`config.mk`:
```
export PLATFORM = sky130hd
export DESIGN_NAME = bcd_seg_scanner
export DESIGN_NICKNAME = d
export VERILOG_FILES = /design/src/rtl/bcd_seg_scanner.sv
export SDC_FILE = /design/constraint.sdc
export NUM_CORES = 1
export LEC_CHECK = 0
export CAP_MARGIN = 20
export CORE_UTILIZATION = 32
export CTS_CLUSTER_DIAMETER = 150
export DETAILED_ROUTE_END_ITERATION = 8
export DONT_BUFFER_PORTS = 1
export GPL_TIMING_DRIVEN = 0
export MAX_ROUTING_LAYER = met4
export PLACE_DENSITY = 0.54
export SLEW_MARGIN = 20
export SYNTH_ARGS = -nofsm -noshare
export SYNTH_HDL_FRONTEND = slang
export SYNTH_SLANG_ARGS = --single-unit
```
`constraint.sdc`:
```
create_clock -name clk -period 2 [get_ports clk]
set_clock_uncertainty 0.1 [all_clocks]
set_input_delay 0.4 -clock clk [delete_from_list [all_inputs] [get_ports clk]]
set_output_delay 0.4 -clock clk [all_outputs]
set_load 0.03 [all_outputs]
```
`src/rtl/bcd_seg_scanner.sv`:
```
// Time-multiplexed 7-segment driver: snapshots packed BCD digits and scans them onto one shared segment bus.
// Outputs are registered one clock behind the scan state; en=0 blanks the display and freezes the scan.
module bcd_seg_scanner #(
    parameter int NUM_DIGITS  = 4,
    parameter int REFRESH_DIV = 4,
    parameter bit ACTIVE_LOW  = 1'b1
) (
    input  logic                    clk,
    input  logic                    rst,
    input  logic                    en,
    input  logic                    load,
    input  logic [4*NUM_DIGITS-1:0] bcd_in,
    input  logic                    blank_lz,
    output logic [6:0]              seg,
    output logic [NUM_DIGITS-1:0]   an,
    output logic                    frame_done,
    output logic                    err
);

    localparam int IW = $clog2(NUM_DIGITS);
    localparam int DW = (REFRESH_DIV > 1) ? $clog2(REFRESH_DIV) : 1;
    localparam logic [6:0]            SEG_OFF = {7{ACTIVE_LOW}};
    localparam logic [NUM_DIGITS-1:0] AN_OFF  = {NUM_DIGITS{ACTIVE_LOW}};

    function automatic logic [6:0] decode(input logic [3:0] d);
        case (d)
            4'd0:    decode = 7'h3F;
            4'd1:    decode = 7'h06;
            4'd2:    decode = 7'h5B;
            4'd3:    decode = 7'h4F;
            4'd4:    decode = 7'h66;
            4'd5:    decode = 7'h6D;
            4'd6:    decode = 7'h7D;
            4'd7:    decode = 7'h07;
            4'd8:    decode = 7'h7F;
            4'd9:    decode = 7'h6F;
            default: decode = 7'h40;
        endcase
    endfunction

    function automatic logic non_bcd(input logic [4*NUM_DIGITS-1:0] v);
        non_bcd = 1'b0;
        for (int i = 0; i < NUM_DIGITS; i++) begin
            if (v[4*i +: 4] > 4'd9) non_bcd = 1'b1;
        end
    endfunction

    logic [4*NUM_DIGITS-1:0] snap;
    logic [DW-1:0]           div;
    logic [IW-1:0]           idx;

    logic                    tc;
    logic                    last;
    logic [NUM_DIGITS-1:0]   blank;
    logic                    zero_run;
    logic [3:0]              cur_digit;
    logic                    cur_blank;
    logic [6:0]              seg_hot;
    logic [NUM_DIGITS-1:0]   an_hot;

    assign tc   = (div == DW'(REFRESH_DIV - 1));
    assign last = (idx == IW'(NUM_DIGITS - 1));

    // A digit is blanked only when it and every digit above it are zero.
    always_comb begin
        blank    = '0;
        zero_run = 1'b1;
        for (int i = NUM_DIGITS - 1; i >= 1; i--) begin
            zero_run = zero_run & (snap[4*i +: 4] == 4'd0);
            blank[i] = blank_lz & zero_run;
        end
    end

    always_comb begin
        cur_digit = 4'd0;
        cur_blank = 1'b0;
        for (int i = 0; i < NUM_DIGITS; i++) begin
            if (idx == IW'(i)) begin
                cur_digit = snap[4*i +: 4];
                cur_blank = blank[i];
            end
        end
    end

    always_comb begin
        seg_hot = 7'h00;
        an_hot  = '0;
        if (en && !cur_blank) begin
            seg_hot = decode(cur_digit);
            an_hot  = NUM_DIGITS'(1) << idx;
        end
    end

    always_ff @(posedge clk or posedge rst) begin
        if (rst) begin
            snap       <= '0;
            div        <= '0;
            idx        <= '0;
            err        <= 1'b0;
            frame_done <= 1'b0;
            seg        <= SEG_OFF;
            an         <= AN_OFF;
        end else begin
            if (load) begin
                snap <= bcd_in;
                err  <= non_bcd(bcd_in);
            end
            frame_done <= en & tc & last;
            if (en) begin
                if (tc) begin
                    div <= '0;
                    idx <= last ? '0 : idx + IW'(1);
                end else begin
                    div <= div + DW'(1);
                end
            end
            seg <= seg_hot ^ SEG_OFF;
            an  <= an_hot ^ AN_OFF;
        end
    end

endmodule
```
* After elaboration in Yosys (flattened, before gate mapping) *
Memories as Yosys holds them, arrays and structs flattened.
Index checks and enable logic that the tools add are counted.

word-level totals
  flip-flop bits (word level) = 33
  bits in read-only memories = 112
  input bits = 21
  output and inout port bits = 13
  logic and storage cells = 50
  memories = 1

memories
  memory           depth  width  read ports  clocked after Yosys merged registers in  write ports  line  text
  (no name shown)  16     7      1           0                                        0            26    case (d)

cells by class
  add/sub/neg operators = 2
  $lt $le $gt $ge = 4
  equality and inequality tests = 4
  shift-type cells = 1
  mux-type cells = 15
  bitwise gates (word level) = 9
  reduce and logical (&&, ||, !) cells = 7

operators with widths
  cell                   count
  $mux W4                5
  $gt A4 B4 Y1 const B   4
  $logic_not A4 Y1       3
  $and A1 B1 Y1          7
  $mux W1                7
  $mux W7                1
  $not A7 Y7             1
  $eq A2 B2 Y1 const B   3
  $add A2 B1 Y2 const B  2
  $mux W2                2
  $not A4 Y4             1
  $shl A1 B2 Y4 const A  1
  $eq A2 B1 Y1 const B   1
  $logic_not A2 Y1       1
  $reduce_and A2 Y1      1
  $logic_and A1 B1 Y1    1
  $logic_not A1 Y1       1

* Longest topological paths before layout *
  word-level depth = 11
  mapped depth = 10
  depth with buffers taken out = 9

* Worst setup path before layout *
OpenSTA, ideal clock, no wires.

  path kind = flip-flop to flip-flop
  start point = register idx[0]
  end point = register seg[1]
  library setup time = 0.072 ns
  data arrival time = 1.945 ns
  data required time = 1.828 ns
  slack = -0.117 ns
  stages on the path, launching flop included = 10
  buffers on the path = 1
  period minus slack after synthesis = 2.117 ns
  path through = dfrtp_1 > inv_1 > ha_1 > buf_2 > a211oi_1 > a221o_1 > inv_1 > ha_1 > o21ba_2 > o21ai_1

between the ends
  longest elaborated chain between the ends = 8
  elaborated cells on any way between the ends = 16
  classes of those cells = 3 x eq/ne; 8 x mux; 1 x bitwise; 3 x reduce/logical; 1 x memory

RTL lines
  what                                                   line    text
  start: declaration                                     50      logic [IW-1:0] idx;
  start signal: assignment                               112     idx <= last ? '0 : idx + IW'(1);
  $logic_not A2 Y1 or $eq A2 B1 Y1 (tied branches)       78      if (idx == IW'(i)) begin
  $mux W4 or $mux W1 (tied branches) (3 in series)       78
  $mux W4 or $logic_not A1 Y1 (tied branches)            78, 88
  $mem_v2 Z16 W7 or $logic_and A1 B1 Y1 (tied branches)  --
  $mux W7 (*)                                            88      if (en && !cur_blank) begin
  $not A7 Y7 (no source line) (*)                        --
  end signal: assignment                                 117     seg <= seg_hot ^ SEG_OFF;
  end: declaration                                       14      output logic [6:0] seg,

Mark *: on every way between the ends. The rest lies on a longest branch, timed or not.
A chain may end at the register's enable or synchronous reset.

* Worst setup path after layout *
  start point = register idx[1]
  end point = register seg[1]

The elaborated chain is that of the path after synthesis.

==> summary.md <==
| Metric | Value |
|---|---|
| CP most frequent cell | ha_4 |
| CP arrival | 2.17 ns |
| Adder-cell area share of the yosys netlist | 0.0733 |
| Hold bufs inserted after CTS | 0 |
| Number of buffers and inverters on the critical path | 2 |
| Routed Wire Length | between 3000 and 4000 um |
| Total track usage | 0.160 |
| Vias in the first global route | 1242 |
| Final layout net count | between 150 and 200 |
| Crit path required time | about 2.1 ns |
| Row count | 26 |
| DP HPWL | 2570 um |
| Synth Area in Compound Gates | 0.136 |
| Switch share | 0.390 |
| Average cell area after synthesis | 12.2 um^2 |
| Logic pwr share | 0.513 |
| Initial antenna violation count | 0 |
| Peak VDD IR | ~0.5 mV |
| Hold WS | -0.00322 ns |
| Crit path cell chain | buf_6, ha_4, nor3b_1, a221o_1, inv_2, ha_4, o21ba_2, o21ai_1 |
| CP max stage delay | ~0.46 ns |
| # IOs | 34 |
| Post-Synth Simple-Gate Area | 0.106 |
| Final setup viols | 6 |
| First-pass GRT wire length | 6290 um |
| Synthesized area | between 1500 and 2000 um^2 |
| Yosys cell types | 34 |
| Worst-path clk slew | 0.07 ns |
| Via Count | 1134 |
| Final worst slack | -0.0543 ns |
| Ant diodes | 0 |
| Maximum number of pins on one net before global-route repair | 34 |
| Clock power share | 0.153 |
| Full die area | roughly 5600 um^2 |
| Pins Over Slew Limit | 0 |
| Longest Clk Path Bufs | 2 |
| Flop pwr share | 0.334 |
| Routed length per instance | between 15 and 20 um |
| Slowest-stage cell, CP | dfrtp_2 |
| Fmax | between 400 and 500 MHz |
| Post-route DRC | 0 |
| Post-route ant nets | 0 |
| Critical path type | reg2reg |
| Failing checks | hold timing, setup timing |
| Register area share after synthesis | 0.492 |
| Die Span Y | approximately 75 um |
| Maximum level of the CTS H-tree | 2 |
| Final Critical Period | roughly 2 ns |
| CTS tree | yes |
| Starting DRT DRC Count | 30 |
| Synthesized flop and latch total | 33 |
| Status | finished with violations |
| Max Cap Viol | 0 |
| Mux cell area share after synthesis | 0.135 |
| Hold Path Class | in2async |
| CP Capture Type | flip-flop |
| Syn. warnings | 0 |
| CP startpoint kind | flip-flop |
| Crit Path Max Fanout | 10 |
| Setup WS pre-CTS | -0.374 ns |
| Initial Util | 0.334 |
| Xor/xnor share of the synthesized area | 0 |
| Pwr per Cell Area | around 1700 nW/um^2 |
| Fin crit share | 1.03 |
| Core box area | around 5100 um^2 |
| Input/output buffers | 0 |
| Die W | between 70 and 80 um |
| Clk_lat worst skew | 0.29 ns |
| CTS Buf Count | 5 |
| Switching pwr | 0.00139 W |
| Via density | approximately 5 |
| Root Buffer | clkbuf_8 |
| Internal Power | 0.00217 W |
| Max_slew headroom | 0.546 |
| Global placer's final weighted congestion | roughly 0.86 |
| DRT Pass-1 Iters | 4 |
| Synth Instances | 140 |
| Final Hold Fails | 3 |
| Grt total ovfl | 0 |
| Largest family of logic cells by synthesized area | compound AO/OA/AOI/OAI gates |
| Area growth syn-to-layout | 23.4% |
| Clock Sinks | 33 |
| Mapped Nets | roughly 170 |
| RSZ-0062 raised after global routing | yes |
| Share of cells above drive strength 1 | 0.478 |
| CP delay by family, top | compound AO/OA/AOI/OAI gates |
| Slew @ Worst Pin | between 0.6 and 0.7 ns |
| Leakage | roughly 0.9 nW |
[path summary, 6_finish.rpt]
kind                            startpoint  endpoint  slack, ns  cells past startpoint
worst max-delay path                idx[1]    seg[1]      -0.05                      8
worst min-delay path                   rst  snap[13]     -0.003                      1
worst max register to register      idx[1]    seg[1]      -0.05                      8
worst min register to register      div[1]    div[1]       0.43                      1
max in group asynchronous              rst    idx[0]       1.31                      1
min in group clk                bcd_in[12]  snap[12]       0.13                      2
[metal layers]
metal  global-route usage  part of all wire
met1                0.189              0.43
met5                    -                 0
met3               0.0442             0.053
met2                0.253              0.50
met4               0.0713             0.015
[synthesized netlist by cell type, drive strengths merged]
cell type	n	share of area
a21o	1	0.0044
o21ba	1	0.0059
o21ai	10	0.029
mux2i	5	0.029
dfstp	11	0.17
a221o	1	0.0059
nor2b	1	0.0037
a221oi	2	0.018
a21oi	4	0.018
inv	11	0.024
and4	2	0.010
nor4	2	0.0073
a211oi	5	0.025
ha	10	0.073
and3	2	0.010
nor3	2	0.0059
o2111a	1	0.0066
nand2	8	0.018
dfrtp	22	0.32
nor3b	4	0.018
a22oi	3	0.013
buf	5	0.029
and2	1	0.0037
nand3b	4	0.025
mux2	16	0.11
a211o	2	0.010
clkbuf	2	0.0044
nor2	2	0.0044
[cell usage in the layout, fill, tap and decap left out, drive strengths merged]
| cell | instances |
|---|---|
| nor2 | 2 |
| mux2i | 5 |
| o21ba | 1 |
| a211oi | 5 |
| a221oi | 2 |
| a211o | 2 |
| a21o | 1 |
| o2111a | 1 |
| clkinv | 1 |
| nor3b | 4 |
| clkbuf | 9 |
| and3 | 2 |
| nor2b | 1 |
| o21ai | 10 |
| a22oi | 3 |
| and4 | 2 |
| ha | 10 |
| nand2 | 8 |
| inv | 11 |
| nor3 | 2 |
| a21oi | 4 |
| mux2 | 16 |
| nand3b | 4 |
| dfrtp | 22 |
| and2 | 1 |
| buf | 16 |
| dfstp | 11 |
| nor4 | 2 |
| a221o | 1 |
[flip-flops by register name, indices dropped and copies added (netlist names)]
name / cells
an: 4
div: 2
snap: 16
frame_done: 1
err: 1
seg: 7
idx: 2
[final cells by class]
class / instances / area [um^2]
timing repair buffer: 14 / 113
fill: 491 / 3000
buffer: 4 / 33.8
clock inverter: 1 / 5.00
sequential: 33 / 842
tap: 70 / 87.6
clock buffer: 7 / 96.3
multi-input combinational: 89 / 882
inverter: 11 / 46.3
[cell families after synthesis]
kind of cell | Yosys count
compound gates | 30
fa+ha+maj | 10
buf+inv | 18
flops | 33
mux | 21
simple gates | 28
[stage by stage]
step	utilization	power [W]	TNS (ns)	cells	instance area (um^2)
after floorplan	-	0.00224	-0.103	140	1720
after global routing	0.412	0.00383	-0.813	229	2110
after CTS	0.402	0.00344	-0.00757	225	2060
after detailed placement	0.353	0.00251	-1.68	210	1800
after global placement	0.353	0.00245	-1.01	210	1800
final	0.412	0.00356	-0.149	229	2110
[power groups by stage]
stage / registers [W] / logic [W] / clock network, W
2_1_floorplan: 0.00114 / 0.00110 / 0
3_3_place_gp: 0.00116 / 0.00128 / 0
3_5_place_dp: 0.00118 / 0.00133 / 0
4_1_cts: 0.00119 / 0.00169 / 0.000559
5_1_grt: 0.00122 / 0.00201 / 0.000601
6_report: 0.00119 / 0.00183 / 0.000543
[what timing repair did]
item	in CTS	in global routing
endpoints found under the setup margin	7	7
endpoints found under the hold margin	0	0
buffers inserted	10	4
gates resized for setup	25	4
pin swaps	10	5
(Power assumes the default switching activity.)
